[src/rtl/axis_skid_slice.sv]
// AXI4-Stream register slice with registered tvalid/payload forward and registered tready backward.
// Optional packet counter output enabled by defining AXIS_SKID_PKT_COUNT_EN.
module axis_skid_slice #(
    parameter int N = 4,
    parameter int I = 1,
    parameter int D = 1,
    parameter int U = 1
) (
    input  logic           aclk,
    input  logic           reset,
    input  logic           s_tvalid,
    output logic           s_tready,
    input  logic [N*8-1:0] s_tdata,
    input  logic [N-1:0]   s_tkeep,
    input  logic           s_tlast,
    input  logic [I-1:0]   s_tid,
    input  logic [D-1:0]   s_tdest,
    input  logic [U-1:0]   s_tuser,
    output logic           m_tvalid,
    input  logic           m_tready,
    output logic [N*8-1:0] m_tdata,
    output logic [N-1:0]   m_tkeep,
    output logic           m_tlast,
    output logic [I-1:0]   m_tid,
    output logic [D-1:0]   m_tdest,
    output logic [U-1:0]   m_tuser
`ifdef AXIS_SKID_PKT_COUNT_EN
    ,
    output logic [31:0]    pkt_count
`endif
);

    localparam int W = N*8 + N + 1 + I + D + U;

    typedef enum logic [1:0] {
        ST_EMPTY = 2'd0,
        ST_BUSY  = 2'd1,
        ST_FULL  = 2'd2
    } state_t;

    state_t       state;
    state_t       state_next;
    logic [W-1:0] out_q;
    logic [W-1:0] skid_q;
    logic [W-1:0] s_payload;
    logic         acc;
    logic         take;
    logic         load_out_s;
    logic         load_out_skid;
    logic         load_skid;

    assign s_payload = {s_tdata, s_tkeep, s_tlast, s_tid, s_tdest, s_tuser};
    assign {m_tdata, m_tkeep, m_tlast, m_tid, m_tdest, m_tuser} = out_q;

    assign acc  = s_tvalid & s_tready;
    assign take = m_tvalid & m_tready;

    always_comb begin
        state_next    = state;
        load_out_s    = 1'b0;
        load_out_skid = 1'b0;
        load_skid     = 1'b0;
        case (state)
            ST_EMPTY: begin
                if (acc) begin
                    state_next = ST_BUSY;
                    load_out_s = 1'b1;
                end
            end
            ST_BUSY: begin
                case ({acc, take})
                    2'b11: load_out_s = 1'b1;
                    2'b10: begin
                        state_next = ST_FULL;
                        load_skid  = 1'b1;
                    end
                    2'b01: state_next = ST_EMPTY;
                    default: state_next = ST_BUSY;
                endcase
            end
            ST_FULL: begin
                if (take) begin
                    state_next    = ST_BUSY;
                    load_out_skid = 1'b1;
                end
            end
            default: state_next = ST_EMPTY;
        endcase
    end

    // Handshake flops are derived from the next state so m_tready never reaches s_tready combinationally.
    always_ff @(posedge aclk) begin
        if (reset) begin
            state    <= ST_EMPTY;
            s_tready <= 1'b0;
            m_tvalid <= 1'b0;
        end else begin
            state    <= state_next;
            s_tready <= (state_next != ST_FULL);
            m_tvalid <= (state_next != ST_EMPTY);
        end
    end

    always_ff @(posedge aclk) begin
        if (load_out_s) begin
            out_q <= s_payload;
        end else if (load_out_skid) begin
            out_q <= skid_q;
        end
        if (load_skid) begin
            skid_q <= s_payload;
        end
    end

`ifdef AXIS_SKID_PKT_COUNT_EN
    always_ff @(posedge aclk) begin
        if (reset) begin
            pkt_count <= 32'd0;
        end else if (take && m_tlast) begin
            pkt_count <= pkt_count + 32'd1;
        end
    end
`endif

endmodule

[config.mk]
export PLATFORM = sky130hd
export DESIGN_NAME = axis_skid_slice
export DESIGN_NICKNAME = d
export VERILOG_FILES = /design/src/rtl/axis_skid_slice.sv
export SDC_FILE = /design/constraint.sdc
export NUM_CORES = 1
export LEC_CHECK = 0
export ABC_AREA = 1
export BUFFER_PORTS_ARGS = -buffer_cell sky130_fd_sc_hd__clkbuf_2
export CORE_ASPECT_RATIO = 0.5
export CORE_UTILIZATION = 45
export CTS_CLUSTER_SIZE = 8
export DETAILED_ROUTE_END_ITERATION = 12
export PLACE_DENSITY = 0.7
export SLEW_MARGIN = 20
export SYNTH_ARGS = -nofsm -noshare
export SYNTH_HDL_FRONTEND = slang
export SYNTH_SLANG_ARGS = --single-unit
[constraint.sdc]
create_clock -name aclk -period 10.1 [get_ports aclk]
set_input_delay 1.515 -clock aclk [delete_from_list [all_inputs] [get_ports aclk]]
set_output_delay 1.515 -clock aclk [all_outputs]
set_load 0.05 [all_outputs]
==> results of run 1 <==
-- report_power, final --
part	switching [µW]	internal (µW)	total [µW]
sequential	4.54	400	405
combinational	72.7	21.3	93.9
clock	124	191	315
total	202	612	814
-- registers in the layout, indices dropped and copies added (netlist names) --
name      count
skid_q       40
m_tvalid      1
state         2
s_tready      1
out_q        40
-- layout make-up --
cell class / count / area [µm²] / share of cell area [%]
clock buffer: 10 / 229.0 / 5.764
inverter: 6 / 22.52 / 0.5669
timing repair buffer: 87 / 440.4 / 11.09
tap: 92 / 115.1 / 2.898
sequential: 84 / 2482 / 62.49
clock inverter: 6 / 65.06 / 1.638
multi-input combinational: 139 / 618.1 / 15.56
-- final timing paths --
path / to / slack [ns] / cells after the start / from
worst max-delay path: out_q[38] / 6.31 / 6 / s_tvalid
worst min-delay path: out_q[2] / 0.51 / 2 / skid_q[2]
worst max register to register: out_q[38] / 7.24 / 5 / s_tready
worst min register to register: out_q[2] / 0.51 / 2 / skid_q[2]
-- metrics by stage --
stage	util (%)	hold WS (ns)
floorplan	-	0.4874
global placement	54.26	0.4947
detailed placement	54.26	0.4993
CTS	58.60	0.5135
global route	58.60	0.5321
finish	58.60	0.5126
-- worst min-delay path, cell delays in order (launching register included) --
cell      delay [ns]
edfxtp_1        0.32
nand2_1         0.05
nand2_1         0.05
-- synthesized netlist by cell type, drive strengths merged --
master   n  area (µm²)
nor2     2       15.01
nand3   43       215.2
o31ai    1       7.510
edfxtp  80        2402
inv      6       22.52
buf     12       95.09
dfxtp    4       80.08
nand2   93       366.6
-- cells by family (layout without fill, tap and decap cells) --
| kind of cell | count (synthesis) | after routing | synth area share [%] |
|---|---|---|---|
| simple gates | 138 | 138 | 18.63 |
| flops | 84 | 84 | 77.47 |
| buf+inv | 18 | 109 | 3.670 |
| compound gates | 1 | 1 | 0.2344 |
-- layer usage --
layer / global-route usage [%] / part of all wire, % / up-vias
met5: 0 / 0 / -
met4: 5.115 / 0.63 / 0
met3: 6.019 / 5.8 / 7
met2: 28.00 / 52 / 52
met1: 18.42 / 41 / 936
li1: - / - / 1010
==> impl_metrics.yaml, run 1 <==
route:
  vias_per_cell: 4.729
  drt_iter0_markers: 168
  ant_nets: 0
  detail_route.wl_per_cell_um: 13.41
  route.detailed.drc: 0
  via_count: 2005
  drt-total-wl_um: 5687
  drt-pass1-iter-count: 4
placement:
  placed_area_um2: 3679
  dp.cells: 408
  gp_congestion: 0.7054
  numPortBuffers: 85
  dpl_worst_slack_ns: 6.007
  hpwl_um: 3777
setup_path:
  crit_fanout: 42
  cp.required_ns: 10.10
  worst-path-buf-inv: 2
  cp_top_family: "simple AND/OR/NAND/NOR gates"
  worstSetupStartpointType: "primary input"
  critPathSlowestCell: "nor2_4"
  arrival_ns: 3.78
  critPathCaptureType: "flip-flop"
  crit_chain: "clkbuf_2 -> nand2_1 -> nor2_4 -> nand2_4 -> o31ai_4 -> buf_4"
  critPathMaxStageDelay_ns: 0.73
  path_class: "in2reg"
die:
  die_w_um: 121.3
  row_count: 21
  top_level_ports: 86
  die_y_um: 61.67
  initial_utilization_pct: 47.27
  core_um2: 6779
  die_area_um2: 7483
clock_tree:
  cts_hold_buffers: 0
  cts_setup_buffers: 0
  cts_sinks: 84
  clkLatencyLatePin_ns: 0.32
  ctsRootBufferMaster: "clkbuf_16"
  cts_resized: 0
  cts_tree: "yes"
  h-tree-depth: 3
  clkSlewWorstSetupHoldPaths_ns: 0.06
  cts_made_buffers: 9
  cts_max_path_buffers: 2
logic_synthesis:
  synthCells: 241
  synth_cell_types: 13
  ys_seq_elements: 84
  syn_avg_cell_area_um2: 13.30
  yosysWarnings: 0
  seq_area_frac_synth_pct: 77.47
  syn_nets: 285
  syn-cell-area_um2: 3204
power:
  irDropWorstVdd_uv: 99.14
  p_leak_uw: 0.001703
  power.density_nw_per_um2: 204.9
  power_uw: 814.0
grt:
  grt_antenna_before_repair: 0
  grt_max_degree: 43
  grt_pass1_wl_um: 8687
  track_usage_pct: 15.85
  overflow: 0
  grt_pass1_vias: 1855
sta:
  rsz0062_at_grt: "false"
  drv_slew: 0
  finalSetupTns_ns: 0
  worst_slack_ns: 6.314
  clock_skew_ns: 0.003808
  max_freq_ghz: 0.2641
  min_period_over_period_pct: 37.48
  worst_slew_pin_slew_ns: 0.9452
  hold_violations: 0
  setup_viol: 0
  fin_crit_ns: 3.786
  slew_headroom_pct: 36.84
finish:
  final_common_cell: "nand2_1"
  fin_area_um2: 3973
  instances_no_fill: 424
  drive_gt1_share_pct: 32.23
  nets: 371
  num_antenna_cells: 0
  synthToLayoutAreaGrowth_pct: 23.98
  layout_common_cells: "nand2_1 (90), clkbuf_2 (85), edfxtp_1 (80)"
  fill_cells: 554
outcome:
  status: "completed"
min_path:
  hp-class: "reg2reg"
run:
  drv_cap: 0
Note: power is estimated with default switching activity, not from simulation.
==> run 2, diff against run 1 <==
==> constraint.sdc (replaced) <==
create_clock -name aclk -period 3.5 [get_ports aclk]
set_input_delay 0.525 -clock aclk [delete_from_list [all_inputs] [get_ports aclk]]
set_output_delay 0.525 -clock aclk [all_outputs]
set_load 0.05 [all_outputs]
==> impl_metrics.yaml, run 2 (same netlist as run 1, synthesis figures left out) <==
grt:
  track_usage_pct: 16.35
  grt_pass1_wl_um: 8735
  grt_max_degree: 43
  overflow: 0
  grt_antenna_before_repair: 0
  grt_pass1_vias: 1879
die:
  row_count: 21
  die_area_um2: 7483
  core_um2: 6779
  initial_utilization_pct: 47.27
  die_y_um: 61.67
  top_level_ports: 86
  die_w_um: 121.3
finish:
  synthToLayoutAreaGrowth_pct: 24.25
  reg_top3: "out_q (40), skid_q (40), state (2)"
  layout_common_cells: "nand2_1 (90), clkbuf_2 (85), edfxtp_1 (80)"
  nets: 372
  instances_no_fill: 424
  final_common_cell: "nand2_1"
  drive_gt1_share_pct: 32.23
  num_antenna_cells: 0
setup_path:
  worst-path-buf-inv: 1
  worstSetupStartpointType: "flip-flop"
  critPathCaptureType: "flip-flop"
  critPathSlowestCell: "buf_4"
  crit_fanout: 42
  crit_chain: "nand2_2 -> nand2_4 -> nand2_4 -> o31ai_4 -> buf_4"
  critPathMaxStageDelay_ns: 0.44
  cp_top_family: "simple AND/OR/NAND/NOR gates"
  path_common_cell: "nand2_4"
  cp.required_ns: 3.50
  arrival_ns: 2.39
  path_class: "reg2reg"
sta:
  clock_skew_ns: 0.004127
  max_freq_ghz: 0.4186
  slew_headroom_pct: 35.78
  rsz0062_at_grt: "false"
  min_period_over_period_pct: 68.25
  hold_violations: 0
  setup_viol: 0
  fin_crit_ns: 2.389
  worst_slew_pin_slew_ns: 0.9633
  finalSetupTns_ns: 0
  drv_slew: 0
outcome:
  status: "completed"
power:
  irDropWorstVdd_uv: 230.5
  p_leak_uw: 0.001722
  power_uw: 2338
  p_int_uw: 1764
  power_frac_clock_pct: 38.3
  p_sw_share_pct: 24.57
  power.density_nw_per_um2: 587.3
  seq_power_share_pct: 50.0
  switchingPower_uw: 574.5
  comb_power_share_pct: 11.7
route:
  detail_route.wl_per_cell_um: 13.62
  drt-pass1-iter-count: 4
  route.detailed.drc: 0
  via_count: 2042
  drt_iter0_markers: 135
  ant_nets: 0
  drt-total-wl_um: 5774
  vias_per_cell: 4.816
clock_tree:
  cts_setup_buffers: 0
  h-tree-depth: 3
  clkLatencyLatePin_ns: 0.33
  clkSlewWorstSetupHoldPaths_ns: 0.06
  cts_tree: "yes"
  cts_resized: 0
  cts_made_buffers: 9
  cts_hold_buffers: 0
  ctsRootBufferMaster: "clkbuf_16"
  cts_sinks: 84
  cts_max_path_buffers: 2
run:
  drv_cap: 0
placement:
  dp.cells: 409
  hpwl_um: 3795
  numPortBuffers: 85
  gp_congestion: 0.7121
min_path:
  hp-class: "in2reg"
[run 2: cell count changes in the layout (fill, tap and decap cells not counted), sizes merged]
cell      before  now
clkinvlp       4    0
buf            2    3
clkinv         1    4
[run 2: worst register-to-register path, stage by stage, from the launching register on]
cell and delay [ns]:
dfxtp_1 0.37, nand2_2 0.13, nand2_4 0.37, nand2_4 0.37, o31ai_4 0.37, buf_4 0.45
[run 2: path summary, 6_finish.rpt]
| path | start | cells past startpoint | slack (ns) | to |
|---|---|---|---|---|
| max | m_tvalid | 5 | 1.11 | out_q[7] |
| min | reset | 2 | 0.37 | s_tready |
| max reg2reg | m_tvalid | 5 | 1.11 | out_q[7] |
| min reg2reg | skid_q[4] | 2 | 0.51 | out_q[4] |
[run 2: layout make-up]
class                   count  area (µm²)
fillers                   585        2798
flip-flops and latches     84        2482
multi-input cells         139       618.1
repair buffers             88       460.4
clock buffers              10       229.0
well taps                  92       115.1
clock inverters             5       53.80
inverters                   6       22.52
[run 2: per-stage QoR]
step	utilization [%]	setup WS [ns]	hold slack (ns)	instance area (µm²)
after detailed placement	54.56	0.8406	0.4940	3699
final	58.73	1.111	0.3652	3981
after CTS	58.73	1.084	0.3539	3981
after global routing	58.73	0.9549	0.3577	3981
after floorplan	-	0.4058	0.4874	3209
after global placement	54.56	0.9178	0.4942	3699
[run 2: metal layers]
| metal | share of wire (%) | global-route usage [%] | vias to the layer above |
|---|---|---|---|
| met5 | 0 | 0 | - |
| met4 | 0.97 | 6.173 | 0 |
| met3 | 5.8 | 6.481 | 8 |
| met2 | 52 | 28.57 | 61 |
| met1 | 41 | 18.78 | 957 |
| li1 | - | - | 1016 |
[run 2: power groups by stage]
| stage | Combinational [µW] | Sequential (µW) | Clock (µW) |
|---|---|---|---|
| floorplan | 95.8 | 1300 | 0 |
| finish | 273 | 1170 | 896 |
| global placement | 270 | 1190 | 0 |
| CTS | 276 | 1170 | 911 |
| global route | 297 | 1170 | 949 |
| detailed placement | 275 | 1190 | 0 |
==> run 3, diff against run 2 <==
--- a/config.mk
+++ b/config.mk
@@ -5,13 +5,13 @@
 export SDC_FILE = /design/constraint.sdc
 export NUM_CORES = 1
 export LEC_CHECK = 0
-export ABC_AREA = 1
+export ABC_AREA = 0
 export BUFFER_PORTS_ARGS = -buffer_cell sky130_fd_sc_hd__clkbuf_2
 export CORE_ASPECT_RATIO = 0.5
 export CORE_UTILIZATION = 45
 export CTS_CLUSTER_SIZE = 8
 export DETAILED_ROUTE_END_ITERATION = 12
-export PLACE_DENSITY = 0.7
+export PLACE_DENSITY = 0.73
 export SLEW_MARGIN = 20
 export SYNTH_ARGS = -nofsm -noshare
 export SYNTH_HDL_FRONTEND = slang
==> constraint.sdc (replaced) <==
create_clock -name aclk -period 2.1 [get_ports aclk]
set_input_delay 0.315 -clock aclk [delete_from_list [all_inputs] [get_ports aclk]]
set_output_delay 0.315 -clock aclk [all_outputs]
set_load 0.05 [all_outputs]
==> impl_metrics.yaml, run 3 <==
sta:
  hold_violations: 0
  slew_headroom_pct: 76.76
  fin_crit_ns: 1.772
  min_period_over_period_pct: 84.36
  finalSetupTns_ns: 0
  worst_slew_pin_slew_ns: 0.3486
  clock_skew_ns: 0.005223
  setup_viol: 0
  drv_slew: 0
  max_freq_ghz: 0.5645
  rsz0062_at_grt: "false"
run:
  drv_cap: 0
logic_synthesis:
  syn_nets: 187
  synth_ff_type: "edfxtp_1"
  yosysMostFrequentCell: "edfxtp_1"
  synth_cell_types: 18
  synth_top_area_share_pct: 77.11
  synthArstFlopShare_pct: 0
  yosysWarnings: 0
  synthCells: 143
  syn_avg_cell_area_um2: 21.79
  yosys.area.top_type: "edfxtp_1"
  synth_edf_count: 80
  synth_area_leaders: "edfxtp_1 (77%), mux2_2 (13%), dfxtp_1 (2.6%)"
  seq_area_frac_synth_pct: 79.68
  syn-cell-area_um2: 3115
  synth_commonest_cells: "edfxtp_1 (80), mux2_2 (37), clkbuf_8 (4), dfxtp_1 (4)"
  ys_seq_elements: 84
grt:
  overflow: 0
  grt_pass1_vias: 1662
  grt_pass1_wl_um: 8238
  grt_antenna_before_repair: 0
  grt_max_degree: 34
  track_usage_pct: 15.58
finish:
  final_common_cell: "clkbuf_2"
  num_antenna_cells: 0
  synthToLayoutAreaGrowth_pct: 27.91
  layout_common_cells: "clkbuf_2 (85), edfxtp_1 (80), mux2_2 (37)"
  fill_cells: 470
  drive_gt1_share_pct: 61.07
  nets: 283
  reg_top3: "out_q (40), skid_q (40), state (2)"
die:
  die_area_um2: 7280
  die_w_um: 119.7
  core_um2: 6356
  row_count: 20
  die_y_um: 60.84
  top_level_ports: 86
  initial_utilization_pct: 49.02
clock_tree:
  cts_resized: 0
  cts_hold_buffers: 0
  cts_made_buffers: 9
  cts_sinks: 84
  cts_max_path_buffers: 2
  cts_setup_buffers: 0
  cts_tree: "yes"
  clkSlewWorstSetupHoldPaths_ns: 0.06
  h-tree-depth: 3
  ctsRootBufferMaster: "clkbuf_16"
  clkLatencyLatePin_ns: 0.32
power:
  power_uw: 4019
  p_leak_uw: 0.001508
  power.density_nw_per_um2: 1009
  irDropWorstVdd_uv: 496.4
placement:
  gp_congestion: 0.6577
  hpwl_um: 3582
  numPortBuffers: 85
route:
  detail_route.wl_per_cell_um: 15.70
  drt-pass1-iter-count: 4
  drt-total-wl_um: 5213
  ant_nets: 0
  route.detailed.drc: 0
  via_count: 1582
  vias_per_cell: 4.765
  drt_iter0_markers: 123
setup_path:
  crit_start: "state[1]"
  worstSetupStartpointType: "flip-flop"
  reg2reg_from: "state[1]"
  cp.required_ns: 2.17
  crit_fanout: 23
  path_class: "reg2reg"
  arrival_ns: 1.85
  critPathCaptureType: "flip-flop"
min_path:
  hp-class: "in2reg"
  hp-start: "s_tdata[10]"
outcome:
  status: "completed"
-- run 3: worst max-delay path, cell delays in order (launching register included) --
cell and delay, ns:
dfxtp_1 0.34, and3b_2 0.26, a21boi_4 0.20, buf_4 0.32, mux2_2 0.38
-- run 3: kinds of logic (layout without fill, tap and decap cells) --
| group | after synthesis | count (layout) | synth area share (%) |
|---|---|---|---|
| compound gates | 8 | 8 | 2.209 |
| simple gates | 6 | 6 | 1.366 |
| flops | 84 | 84 | 79.68 |
| mux | 40 | 40 | 14.82 |
| buf+inv | 5 | 106 | 1.927 |
-- run 3: power by group --
part	switching, µW	total [µW]	internal (µW)
logic	281	419	138
clock network	581	1650	1070
registers	24.4	1950	1920
total	886	4020	3130
-- run 3: layout make-up --
type	instances	area, µm²	area share [%]
well taps	88	110.1	2.763
clock inverters	4	73.82	1.852
flip-flops and latches	84	2484	62.32
repair buffers	90	488.0	12.24
multi-input cells	54	583.1	14.63
clock buffers	12	246.5	6.185
-- run 3: worst paths after layout --
| check | to | cells past startpoint | slack, ns |
|---|---|---|---|
| hold / removal | skid_q[18] | 1 | 0.18 |
| hold reg to reg | state[1] | 1 | 0.48 |
| setup / recovery | out_q[11] | 4 | 0.33 |
| setup reg to reg | out_q[11] | 4 | 0.33 |
-- run 3: per-layer routing --
metal  part of all wire [%]  up-vias  track usage (%)  wire length (µm)
li1                       -      767                -                 -
met1                     44      764            19.38              2304
met2                     50       46            26.18              2586
met3                    5.2        5            4.605               269
met4                    1.0        0            6.964                53
met5                      0        -                0                 0
-- run 3: through the flow --
| stage | setup WS, ns | hold WS [ns] | util [%] | cells | instance area [µm²] |
|---|---|---|---|---|---|
| after floorplan | 0.008745 | 0.3860 | - | 143 | 3127 |
| after global placement | 0.3399 | 0.4624 | 57.66 | 316 | 3665 |
| after detailed placement | 0.2847 | 0.4798 | 57.66 | 316 | 3665 |
| after CTS | 0.3206 | 0.1665 | 62.70 | 332 | 3985 |
| after global routing | 0.2392 | 0.1676 | 62.70 | 332 | 3985 |
| final | 0.3285 | 0.1780 | 62.70 | 332 | 3985 |
